===== src/rtl/crc_pkg.sv =====
// crc_pkg: shared FSM encoding, standard polynomials and bit-reflection helper
// for the CRC engine family.
package crc_pkg;

    typedef enum logic [1:0] {IDLE, RUN, DONE} state_t;

    localparam logic [63:0] CRC32_POLY       = 64'h04C11DB7;
    localparam logic [63:0] CRC16_CCITT_POLY = 64'h1021;
    localparam logic [63:0] CRC8_POLY        = 64'h07;

    // Reverses the low w bits of v; bits at and above w come back as zero.
    function automatic logic [63:0] reflect(input logic [63:0] v, input int w);
        logic [63:0] r;
        r = '0;
        for (int i = 0; i < 64; i++)
            if (i < w) r[i] = v[w-1-i];
        return r;
    endfunction

endpackage


===== src/rtl/crc_step.sv =====
// crc_step: combinational next-CRC for one DATA_W-bit beat, data MSB first,
// unrolled into DATA_W shift/XOR stages.
module crc_step #(
    parameter int          CRC_SIZE = 32,
    parameter int          DATA_W   = 8,
    parameter logic [63:0] POLY     = 64'h04C11DB7
) (
    input  logic [CRC_SIZE-1:0] crc,
    input  logic [DATA_W-1:0]   data,
    output logic [CRC_SIZE-1:0] nxt
);

    localparam logic [CRC_SIZE-1:0] P = POLY[CRC_SIZE-1:0];

    always_comb begin
        logic [CRC_SIZE-1:0] c;
        c = crc;
        for (int i = DATA_W - 1; i >= 0; i--)
            c = {c[CRC_SIZE-2:0], 1'b0} ^ ((c[CRC_SIZE-1] ^ data[i]) ? P : '0);
        nxt = c;
    end

endmodule


===== src/rtl/crc_parallel.sv =====
// crc_parallel: framed valid/ready CRC engine, one DATA_W beat per clock.
// Define CRC_REFLECT_EN for LSB-first bytes and a reflected result.
module crc_parallel
    import crc_pkg::*;
#(
    parameter int          CRC_SIZE  = 32,
    parameter int          DATA_W    = 8,
    parameter logic [63:0] INIT      = 64'h0,
    parameter logic [63:0] POLY      = 64'h04C11DB7,
    parameter logic [63:0] FINAL_XOR = 64'hFFFFFFFF
) (
    input  logic                clk,
    input  logic                rst,
    input  logic                in_valid,
    output logic                in_ready,
    input  logic [DATA_W-1:0]   in_data,
    input  logic                in_last,
    output logic                crc_valid,
    input  logic                crc_ready,
    output logic [CRC_SIZE-1:0] crc_out
);

    localparam logic [CRC_SIZE-1:0] SEED = INIT[CRC_SIZE-1:0];
    localparam logic [CRC_SIZE-1:0] XOR  = FINAL_XOR[CRC_SIZE-1:0];

    state_t              state, state_nxt;
    logic [CRC_SIZE-1:0] crc_q, crc_in, crc_nxt, crc_fin;
    logic [DATA_W-1:0]   data;
    logic                accept;

    assign in_ready  = state != DONE;
    assign crc_valid = state == DONE;
    assign accept    = in_valid && in_ready;
    assign crc_in    = (state == IDLE) ? SEED : crc_q;

`ifdef CRC_REFLECT_EN
    // Bit order flips inside each byte; byte order stays MSB-byte first.
    always_comb begin
        data = '0;
        for (int i = 0; i < DATA_W; i++)
            data[i] = in_data[(i / 8) * 8 + 7 - i % 8];
    end
    assign crc_fin = CRC_SIZE'(reflect(64'(crc_nxt), CRC_SIZE)) ^ XOR;
`else
    assign data    = in_data;
    assign crc_fin = crc_nxt ^ XOR;
`endif

    crc_step #(.CRC_SIZE(CRC_SIZE), .DATA_W(DATA_W), .POLY(POLY)) u_step (
        .crc (crc_in),
        .data(data),
        .nxt (crc_nxt)
    );

    always_comb begin
        state_nxt = state;
        if (state == DONE) state_nxt = crc_ready ? IDLE : DONE;
        else if (accept) state_nxt = in_last ? DONE : RUN;
    end

    always_ff @(posedge clk or negedge rst)
        if (!rst) state <= IDLE;
        else state <= state_nxt;

    always_ff @(posedge clk or negedge rst)
        if (!rst) begin
            crc_q   <= SEED;
            crc_out <= '0;
        end else begin
            if (accept) crc_q <= crc_nxt;
            if (accept && in_last) crc_out <= crc_fin;
            else if (state == DONE && crc_ready) crc_out <= '0;
        end

endmodule


===== config.mk =====
export PLATFORM = sky130hd
export DESIGN_NAME = crc_parallel
export DESIGN_NICKNAME = d
export VERILOG_FILES = /design/src/rtl/crc_pkg.sv /design/src/rtl/crc_step.sv /design/src/rtl/crc_parallel.sv
export SDC_FILE = /design/constraint.sdc
export NUM_CORES = 1
export LEC_CHECK = 0
export ABC_AREA = 1
export CORE_MARGIN = 5
export CORE_UTILIZATION = 34
export CTS_CLUSTER_SIZE = 8
export DETAILED_ROUTE_END_ITERATION = 10
export HOLD_SLACK_MARGIN = 0.15
export PLACE_DENSITY = 0.5
export SLEW_MARGIN = 25
export SYNTH_ARGS = -nofsm -noshare
export SYNTH_HDL_FRONTEND = slang
export SYNTH_SLANG_ARGS = --single-unit
export TNS_END_PERCENT = 10

===== constraint.sdc =====
create_clock -name clk -period 2.3 [get_ports clk]
set_clock_uncertainty 0.15 [all_clocks]
set_input_delay 0.345 -clock clk [delete_from_list [all_inputs] [get_ports clk]]
set_output_delay 0.345 -clock clk [all_outputs]
set_load 0.005 [all_outputs]

==> results of run 1 <==
## tightest hold or removal path, stage by stage (launching register included)
cell     delay, ps
dfrtp_1        340
nand2_1         50
nand2_1         50
## final cells by class
| type | instances | area, um^2 |
|---|---|---|
| Timing Repair Buffer | 66 | 633.1 |
| Clock buffer | 12 | 256.5 |
| Clock inverter | 4 | 50.05 |
| Sequential cell | 66 | 1654 |
| Fill cell | 1180 | 6371 |
| Tap cell | 143 | 178.9 |
| Inverter | 39 | 146.4 |
| Multi-Input combinational cell | 407 | 2128 |
## sequential cells by signal, indices dropped and copies added (netlist names)
register,flops
crc_out,32
state,2
crc_q,32
## per-stage QoR
step                      TNS (ps)  instance area, um^2  worst slack (ps)
after global placement     -0.4430                 4692           -0.4430
after global routing             0                 5047            0.8742
after floorplan                  0                 3969             511.4
after detailed placement    -41.73                 4692            -22.88
final                            0                 5047             149.4
after CTS                        0                 5009             76.99
## metal layers
layer  part of all wire  vias up  track usage
met5                  0        -            0
li1                   -     1731            -
met4              0.022        0      0.06523
met2               0.46       59       0.2599
met3              0.045       17      0.03892
met1               0.47     1576       0.2217
## repair_timing
item,CTS,global route
endpoints found under the setup margin,0,18
hold buffers,1,0
endpoints found under the hold margin,66,0
resized for setup,0,8
setup buffers,0,0
## cells in the mapped netlist, types with 2 or more instances
| cell type | n | area share |
|---|---|---|
| nand2_4 | 9 | 0.026 |
| nor2_2 | 3 | 0.0047 |
| nor2_4 | 3 | 0.0085 |
| buf_6 | 2 | 0.0057 |
| xor2_1 | 39 | 0.086 |
| nand3_1 | 25 | 0.032 |
| o21ai_0 | 23 | 0.029 |
| o21ai_1 | 5 | 0.0063 |
| buf_2 | 6 | 0.0076 |
| nor2_1 | 13 | 0.012 |
| clkbuf_1 | 6 | 0.0057 |
| nand3b_1 | 3 | 0.0057 |
| nand3_2 | 4 | 0.010 |
| inv_2 | 5 | 0.0047 |
| nand2_2 | 24 | 0.038 |
| xnor2_1 | 6 | 0.013 |
| dfrtp_1 | 66 | 0.42 |
| inv_1 | 34 | 0.032 |
| xor2_2 | 3 | 0.012 |
| nand2_1 | 239 | 0.23 |
| o21ai_2 | 3 | 0.0066 |
## kinds of logic (layout without fill, tap and decap cells)
| logic type | count (synthesis) | after routing | synth area share |
|---|---|---|---|
| and+or+nand+nor | 324 | 324 | 0.3638 |
| AOI/OAI and AO/OA | 34 | 34 | 0.04761 |
| xor gates and xnor gates | 49 | 49 | 0.1157 |
| DFF | 66 | 66 | 0.4161 |
| buffers and inverters | 54 | 121 | 0.05675 |
## worst max path at each step
stage | slack, ps | to
after CTS | 80 | crc_out[17]$_DFFE_PN0P_
after global placement | -0.4 | crc_out[17]$_DFFE_PN0P_
after floorplan | 510 | crc_q[4]$_DFFE_PN0P_
final | 150 | crc_valid
after global routing | 0.9 | crc_q[16]$_DFFE_PN0P_
after detailed placement | -20 | crc_out[17]$_DFFE_PN0P_
## power groups by stage
| stage | combinational (mW) | sequential [mW] | clock, mW |
|---|---|---|---|
| after CTS | 3.90 | 2.03 | 1.46 |
| final | 3.86 | 2.03 | 1.42 |
| after global placement | 3.86 | 2.03 | 0 |
| after global routing | 4.39 | 2.10 | 1.50 |
| after detailed placement | 3.87 | 2.04 | 0 |
| after floorplan | 2.46 | 2.01 | 0 |
==> metrics.csv, run 1 <==
metric,value,unit
status,finished clean,
layout_common_cells,"238 x nand2_1, 64 x dfrtp_1, 45 x clkdlybuf4s50_1",
die_area,13930,um^2
crit_family,buffers and inverters,
cts_root_buffer,clkbuf_16,
layout.nets,602,
finalHoldWorstSlack,330.1,ps
die_x,118.0,um
regToRegSetupSlack,190,ps
ys_seq_area_frac,0.4161,
fmax,465.0,MHz
cts_tree,yes,
synth_edf_count,0,
clock-sinks,66,
holdPathEnd,crc_out[7]$_DFFE_PN0P_,
maxSlewViolCount,0,
drc,0,
rr_endpoint,crc_out[13]$_DFFE_PN0P_,
synth_seq_cells,66,
maxCapViolCount,0,
syn_avg_cell_area,7.531,um^2
drt_iter0_drc,137,
initial_core_util,0.3476,
clockBufferDepth,2,
min_from,crc_out[7]$_DFFE_PN0P_,
p_clk_frac,0.194,
internal-power,4.209,mW
critPathLaunchType,flop,
cp.depth,3,
grt_pass1_vias,3470,
routed_wl,10930,um
synthFlopType,dfrtp_1,
syn_nets,540,
setup_viol,0,
synth_cells,527,
insertion_delay,340,ps
path_class,reg2out,
ant_nets,0,
slowest_stage,clkdlybuf4s50_1,
min_period_over_period,0.9350,
fin_total_pwr,7.315,mW
critical_path.cell_chain,inv_2 -> nor2_1 -> clkdlybuf4s50_1,
htreeDepth,3,
layout-drive-gt1-share,0.1599,
r2r_cells,11,
die_y,118.0,um
clkTransAtPathRegs,60,ps
synthArstFlopShare,1.000,
cp_slowest_stage_delay,560,ps
combPwrFrac,0.528,
p_sw_frac,0.4246,
cp-end-kind,output port,
fin_cells,737,
cp_data_arrival_time,1660,ps
num_antenna_cells,0,
crit_buf_inv,2,
antenna_found_initial,0,
power.density,1449,nW/um^2
port_buffers,46,
row_count,39,
dp_cells,720,
r2r-start,state[1]$_DFFE_PN0P_,
hold_viol,0,
hp-class,reg2reg,
path_max_fanout,4,
synth-warning-count,0,
p_switching,3.106,mW
final_common_cell,nand2_1,
hold_depth,2,
ios,47,
core_area,11420,um^2
cp.required,1800,ps
area_delta_synth_final,27.18,%
cts_buffers,9,
period_minus_slack,2151,ps
wl_per_cell,14.83,um
track_usage,0.1661,
rsz0062_at_grt,no,
mappedNetlistArea,3969,um^2
relSlewSlack,0.7361,
grt_max_degree,67,
overflow,0,
peakVddDrop,0.0007630,V
cp-startpoint,state[1]$_DFFE_PN0P_,
vias_per_cell,4.590,
gp_congestion,0.8734,
seqPwrFrac,0.278,
grt_pass1_wl,18400,um
yosysUniqueCellTypes,27,
hpwl,8121,um
power_leakage,2.572,nW
fin_util,0.4420,
firstDrtPassIters,4,
via_count,3383,
tightestPinTransition,394.6,ps
(Power assumes the default switching activity.)
==> run 2, diff against run 1 <==
SLEW_MARGIN = not set   (was 25)
==> results of run 2 <==
Final layout, timing and power as in run 1 (identical DEF).
